<file path="src/rtl/uart_pkg.sv">
`default_nettype none
// ============================================================================
// Module   : uart_pkg
// Brief    : Shared UART definitions: FSM state encodings, default frame
//            geometry and a counter-width helper. Used by both the receiver
//            and the transmitter.
// Revision : 1.0 - initial release
// ============================================================================
package uart_pkg;

    // Default frame geometry: 8 data bits, 16 s_tick pulses per bit period.
    localparam int DATA_BITS_DEF  = 8;
    localparam int OVERSAMPLE_DEF = 16;

    // FSM state encodings, shared so the TX and RX debug views use the same
    // numbering.
    localparam int         STATE_W      = 3;
    localparam logic [2:0] ST_IDLE      = 3'd0;
    localparam logic [2:0] ST_START     = 3'd1;
    localparam logic [2:0] ST_DATA      = 3'd2;
    localparam logic [2:0] ST_STOP      = 3'd3;
    localparam logic [2:0] ST_WAIT_HIGH = 3'd4;

    // Width of a counter that must hold 0..n-1. Never returns less than 1
    // so that degenerate parameter values still give a legal vector.
    function automatic int cnt_width(input int n);
        return (n <= 2) ? 1 : $clog2(n);
    endfunction

endpackage
`default_nettype wire

</file>
<file path="src/rtl/uart_sync2.sv">
`default_nettype none
// ============================================================================
// Module   : uart_sync2
// Brief    : Two-flop synchronizer for a single asynchronous input. The
//            reset value is a parameter so idle-high lines (UART rx) and
//            idle-low lines can share the same cell.
// Revision : 1.0 - initial release
// ============================================================================
module uart_sync2 #(
    parameter logic RESET_VALUE = 1'b1
) (
    input  logic clk,
    input  logic reset,
    input  logic d,
    output logic q
);

    logic meta;

    // First flop may go metastable; the second gives it a full cycle to settle.
    always_ff @(posedge clk) begin
        if (reset) begin
            meta <= RESET_VALUE;
            q    <= RESET_VALUE;
        end else begin
            meta <= d;
            q    <= meta;
        end
    end

endmodule
`default_nettype wire

</file>
<file path="src/rtl/uart_rx.sv">
`default_nettype none
// ============================================================================
// Module   : uart_rx
// Brief    : 8N1-style UART receiver with oversampled start-bit validation,
//            LSB-first data capture and stop-bit checking. Emits a one-cycle
//            rx_done with the byte, or a one-cycle frame_error when the stop
//            bit is sampled low. A break (line held low) is absorbed silently
//            until the line returns high.
// Revision : 1.0 - initial release
// ============================================================================
module uart_rx
    import uart_pkg::*;
#(
    parameter int DATA_BITS  = DATA_BITS_DEF,
    parameter int OVERSAMPLE = OVERSAMPLE_DEF   // must be even and >= 4
) (
    input  logic                 clk,
    input  logic                 reset,
    input  logic                 s_tick,
    input  logic                 rx,
    output logic [DATA_BITS-1:0] data,
    output logic                 rx_done,
    output logic                 frame_error
);

    localparam int TICK_W = cnt_width(OVERSAMPLE);
    localparam int BIT_W  = cnt_width(DATA_BITS);

    // Mid start bit: half a bit period after the falling edge was seen.
    localparam logic [TICK_W-1:0] TICK_MID  = TICK_W'(OVERSAMPLE / 2 - 1);
    // One full bit period after the previous sample point.
    localparam logic [TICK_W-1:0] TICK_LAST = TICK_W'(OVERSAMPLE - 1);
    localparam logic [BIT_W-1:0]  BIT_LAST  = BIT_W'(DATA_BITS - 1);

    // ------------------------------------------------------------------
    // Input synchronizer (idle-high line, so reset to 1)
    // ------------------------------------------------------------------
    logic rx_s;

    uart_sync2 #(
        .RESET_VALUE (1'b1)
    ) u_sync (
        .clk   (clk),
        .reset (reset),
        .d     (rx),
        .q     (rx_s)
    );

    // ------------------------------------------------------------------
    // FSM and datapath state
    // ------------------------------------------------------------------
    logic [STATE_W-1:0]   state,     state_next;
    logic [TICK_W-1:0]    tick_cnt,  tick_next;
    logic [BIT_W-1:0]     bit_cnt,   bit_next;
    logic [DATA_BITS-1:0] shreg,     shreg_next;

    logic done_set;
    logic ferr_set;

    // Shifting right with the new bit at the MSB lands the first (LSB)
    // bit at position 0 once all DATA_BITS bits have been taken.
    logic [DATA_BITS:0] shift_cat;
    assign shift_cat = {rx_s, shreg};

    // State register: FSM state, oversample/bit counters and shift register.
    always_ff @(posedge clk) begin
        if (reset) begin
            state    <= ST_IDLE;
            tick_cnt <= '0;
            bit_cnt  <= '0;
            shreg    <= '0;
        end else begin
            state    <= state_next;
            tick_cnt <= tick_next;
            bit_cnt  <= bit_next;
            shreg    <= shreg_next;
        end
    end

    // Next-state logic: everything advances only on s_tick cycles, and
    // tick_cnt restarts from 0 whenever a sample point is consumed.
    always_comb begin
        state_next = state;
        tick_next  = tick_cnt;
        bit_next   = bit_cnt;
        shreg_next = shreg;

        if (s_tick) begin
            case (state)
                ST_IDLE: begin
                    if (!rx_s) begin
                        state_next = ST_START;
                        tick_next  = '0;
                    end
                end

                ST_START: begin
                    if (tick_cnt == TICK_MID) begin
                        tick_next = '0;
                        if (!rx_s) begin
                            state_next = ST_DATA;
                            bit_next   = '0;
                        end else begin
                            // Line went back high before mid-bit: a glitch.
                            state_next = ST_IDLE;
                        end
                    end else begin
                        tick_next = tick_cnt + 1'b1;
                    end
                end

                ST_DATA: begin
                    if (tick_cnt == TICK_LAST) begin
                        tick_next  = '0;
                        shreg_next = shift_cat[DATA_BITS:1];
                        if (bit_cnt == BIT_LAST) begin
                            state_next = ST_STOP;
                        end else begin
                            bit_next = bit_cnt + 1'b1;
                        end
                    end else begin
                        tick_next = tick_cnt + 1'b1;
                    end
                end

                ST_STOP: begin
                    if (tick_cnt == TICK_LAST) begin
                        tick_next  = '0;
                        state_next = rx_s ? ST_IDLE : ST_WAIT_HIGH;
                    end else begin
                        tick_next = tick_cnt + 1'b1;
                    end
                end

                ST_WAIT_HIGH: begin
                    // Do not look for a new start bit until the line has
                    // been seen idle, so a break yields a single error.
                    if (rx_s) begin
                        state_next = ST_IDLE;
                        tick_next  = '0;
                    end
                end

                default: begin
                    state_next = ST_IDLE;
                    tick_next  = '0;
                    bit_next   = '0;
                end
            endcase
        end
    end

    // Output decode: the stop sample decides between a good byte and a
    // framing error; the two are mutually exclusive by construction.
    always_comb begin
        done_set = 1'b0;
        ferr_set = 1'b0;
        if (s_tick && (state == ST_STOP) && (tick_cnt == TICK_LAST)) begin
            done_set = rx_s;
            ferr_set = !rx_s;
        end
    end

    // Registered outputs: strobes last one cycle, data only moves on a good frame.
    always_ff @(posedge clk) begin
        if (reset) begin
            data        <= '0;
            rx_done     <= 1'b0;
            frame_error <= 1'b0;
        end else begin
            rx_done     <= done_set;
            frame_error <= ferr_set;
            if (done_set) begin
                data <= shreg;
            end
        end
    end

endmodule
`default_nettype wire

</file>
<file path="config.mk">
export PLATFORM = sky130hd
export DESIGN_NAME = uart_rx
export DESIGN_NICKNAME = d
export VERILOG_FILES = /design/src/rtl/uart_pkg.sv /design/src/rtl/uart_sync2.sv /design/src/rtl/uart_rx.sv
export SDC_FILE = /design/constraint.sdc
export NUM_CORES = 1
export LEC_CHECK = 0
export CORE_MARGIN = 10
export CORE_UTILIZATION = 59
export CTS_CLUSTER_SIZE = 14
export DETAILED_ROUTE_END_ITERATION = 10
export GPL_ROUTABILITY_DRIVEN = 1
export GPL_TIMING_DRIVEN = 0
export PLACE_DENSITY_LB_ADDON = 0.12
export SLEW_MARGIN = 20
export SYNTH_ARGS = -nofsm -noshare
export SYNTH_HDL_FRONTEND = slang
export SYNTH_SLANG_ARGS = --single-unit
</file>
<file path="constraint.sdc">
create_clock -name clk -period 3.8 [get_ports clk]
set_clock_uncertainty 0.2 [all_clocks]
set_input_delay 0.76 -clock clk [delete_from_list [all_inputs] [get_ports clk]]
set_output_delay 0.76 -clock clk [all_outputs]
set_load 0.01 [all_outputs]
</file>
==> qor.yml <==
hold_path.class: "reg2reg"
cts_tree: "yes"
synth-xor-area-share_pct: 1.246
synthAdderAreaFrac_pct: 2.669
hold_buffers: 0
start_kind: "input port"
drtPass1Iterations: 4
crit_required_ns: 3.81
post_cts_buffers: 0
ys.warnings.count: 0
routedWlPerCell_um: 14.48
synth_area_leaders: "dfxtp_1, mux2i_1, nor2_1"
p_total_uw: 607.0
fp.dieArea_um2: 4736
htreeDepth: 2
finalSetupTns_ns: 0
clk_pin_slew_ns: 0.10
pwr-share-comb_pct: 13.3
cts_made_buffers: 5
crit_arrival_ns: 2.40
p_int_uw: 437.6
worstPathCellList: "clkdlybuf4s50_1, nand4_4, nor3_4, mux2i_1, nor2_1"
grt_antenna_before_repair: 0
cts_root_buffer: "clkbuf_4"
slew_headroom_pct: 49.34
gr-total-overflow: 0
hold_viol_final: 0
grt_usage_pct: 13.19
setup_ws_ns: 1.415
fill_cells: 171
core_um2: 2233
path_buf_inv: 1
synth-edff-count: 0
rsz0062_at_grt: "false"
path_delay_family: "simple AND/OR/NAND/NOR gates"
ios: 14
syn-num-nets: 146
critical_path_class: "in2reg"
yosysTopAreaCellShare_pct: 42.70
place_ws_ns: 1.078
synth_top_family_by_area: "simple AND/OR/NAND/NOR gates"
cap_violations: 0
peakVddDrop_v: 0.0003120
gp_congestion: 0.8606
leakagePower_nw: 0.5979
swShare_pct: 27.91
nets: 166
worst_skew_pair.late_latency_ns: 0.33
top_layer: "met4"
postRouteWirelength_mm: 2.722
clockPowerShare_pct: 33.4
critPathLaunch: "s_tick"
synth_area_um2: 1406
period_needed_ns: 2.385
drt_iter0_drc: 45
synth_cells: 139
synth_compound_area_share_pct: 11.21
start_util_pct: 62.97
clock-sinks: 30
drive_gt1_share_pct: 14.37
dp.final_hpwl_mm: 1.928
wl_met3_um: 189
grt_max_degree: 11
syn2layout_area_growth_pct: 16.28
wl_met1_mm: 1.249
regArea_um2: 600.6
clockBufferDepth: 2
tightest_slew_ns: 0.7534
antenna_cells: 0
synth-seq-area-share_pct: 42.70
wl_met2_mm: 1.235
viasPerCell: 5.755
vias: 1082
fmax_mhz: 419.4
synth_flop_cell: "dfxtp_1"
yosys.area_share.simple_pct: 22.60
power_density_nw_per_um2: 371.2
synth-async-reset-ratio_pct: 0
slowest_delay_ns: 0.61
multiInputGateArea_um2: 745.7
grt_pass1_wl_mm: 4.823
grt_pass1_vias: 1087
outcome: "finished, final reports clean"
p_seq_share_pct: 53.3
synthMuxAreaShare_pct: 15.30
synth_largest_area_cell: "dfxtp_1"
crit_path_top_delay_cell: "clkdlybuf4s50_1"
ant_nets: 0
num_rows: 17
setup_viol: 0
fin_util_pct: 73.22
p_sw_uw: 169.4
die_h_um: 68.82
fin_crit_sh_pct: 62.75
rr_startpoint: "tick_cnt[0]$_SDFFE_PP0P_"
numPortBuffers: 13
yosysUniqueCellTypes: 37
route.detailed.drc: 0
min_from: "u_sync.meta$_SDFF_PP1_"
post_synth.cell_area_avg_um2: 10.12
fp.dieW_um: 68.82
end_kind: "register"
crit_fanout: 8
report.final.slew_viol_count: 0
ys_ff_latch: 30
cts_resized: 0
[final timing paths]
kind / endpoint / slack, ns / cells past startpoint
worst max-delay path: data[3]$_SDFFE_PP0P_ / 1.42 / 5
worst min-delay path: u_sync.q$_SDFF_PP1_ / 0.22 / 1
worst max register to register: data[3]$_SDFFE_PP0P_ / 1.69 / 6
worst min register to register: u_sync.q$_SDFF_PP1_ / 0.22 / 1
[sequential cells by signal (all words and copies together) (netlist names)]
name,cells
shreg,8
u_sync.meta,1
bit_cnt,3
u_sync.q,1
rx_done,1
frame_error,1
tick_cnt,4
data,8
state,3
[layout by cell type, fill, tap and decap left out, types with 2 or more instances in the layout]
cell / count
a21oi_1: 3
a31oi_1: 2
buf_2: 3
buf_6: 2
clkbuf_1: 4
clkbuf_4: 5
clkdlybuf4s50_1: 13
dfxtp_1: 30
ha_1: 3
inv_1: 2
mux2i_1: 20
nand2_1: 3
nand2b_1: 5
nand4_1: 3
nor2_1: 25
nor3_1: 2
nor4_1: 2
o21ai_0: 2
o21bai_1: 2
o31ai_1: 3
or2_2: 2
or3b_1: 3
xnor2_1: 2
[cell usage after synthesis (3+ instances only)]
cell type and instances:
dfxtp_1 30, buf_2 3, or3b_1 3, nand2b_1 5, a21oi_1 3, nand2_1 3
clkbuf_1 4, nand4_1 3, ha_1 3, nor2_1 25, mux2i_1 20, o31ai_1 3
[through the flow]
step                area (um^2)  hold slack (ns)  instances
finish                     1635           0.2174        188
global route               1635           0.2237        188
CTS                        1635           0.2182        188
detailed placement         1572           0.2024        180
global placement           1572           0.2024        180
floorplan                  1406           0.1895        139
[kinds of logic after synthesis]
| family | after synthesis |
|---|---|
| buffers and inverters | 11 |
| adders and majority gates | 3 |
| AOI/OAI and AO/OA | 20 |
| and+or+nand+nor | 52 |
| xor gates and xnor gates | 2 |
| muxes | 21 |
| DFF | 30 |
[power by group through the flow]
stage	Clock (mW)	Combinational [mW]	Sequential (mW)
after floorplan	0	0.0604	0.330
after global placement	0	0.0760	0.330
final	0.203	0.0807	0.324
after CTS	0.205	0.0798	0.323
after global routing	0.223	0.0877	0.324
after detailed placement	0	0.0780	0.331
[final cells by class]
cell class	instances	share of cell area, %
plain buffers	9	3.213
clock buffers	6	3.137
clock inverters	2	0.7651
inverters	2	0.4591
multi-input cells	98	45.60
flip-flops and latches	30	36.73
well taps	28	2.142
repair buffers	13	7.957
[per-layer routing]
metal  vias up  GRT usage, %
li1        538             -
met5         -             0
met4         0         5.172
met1       499         16.23
met2        37         19.70
met3         8         5.958
(Power assumes the default switching activity.)
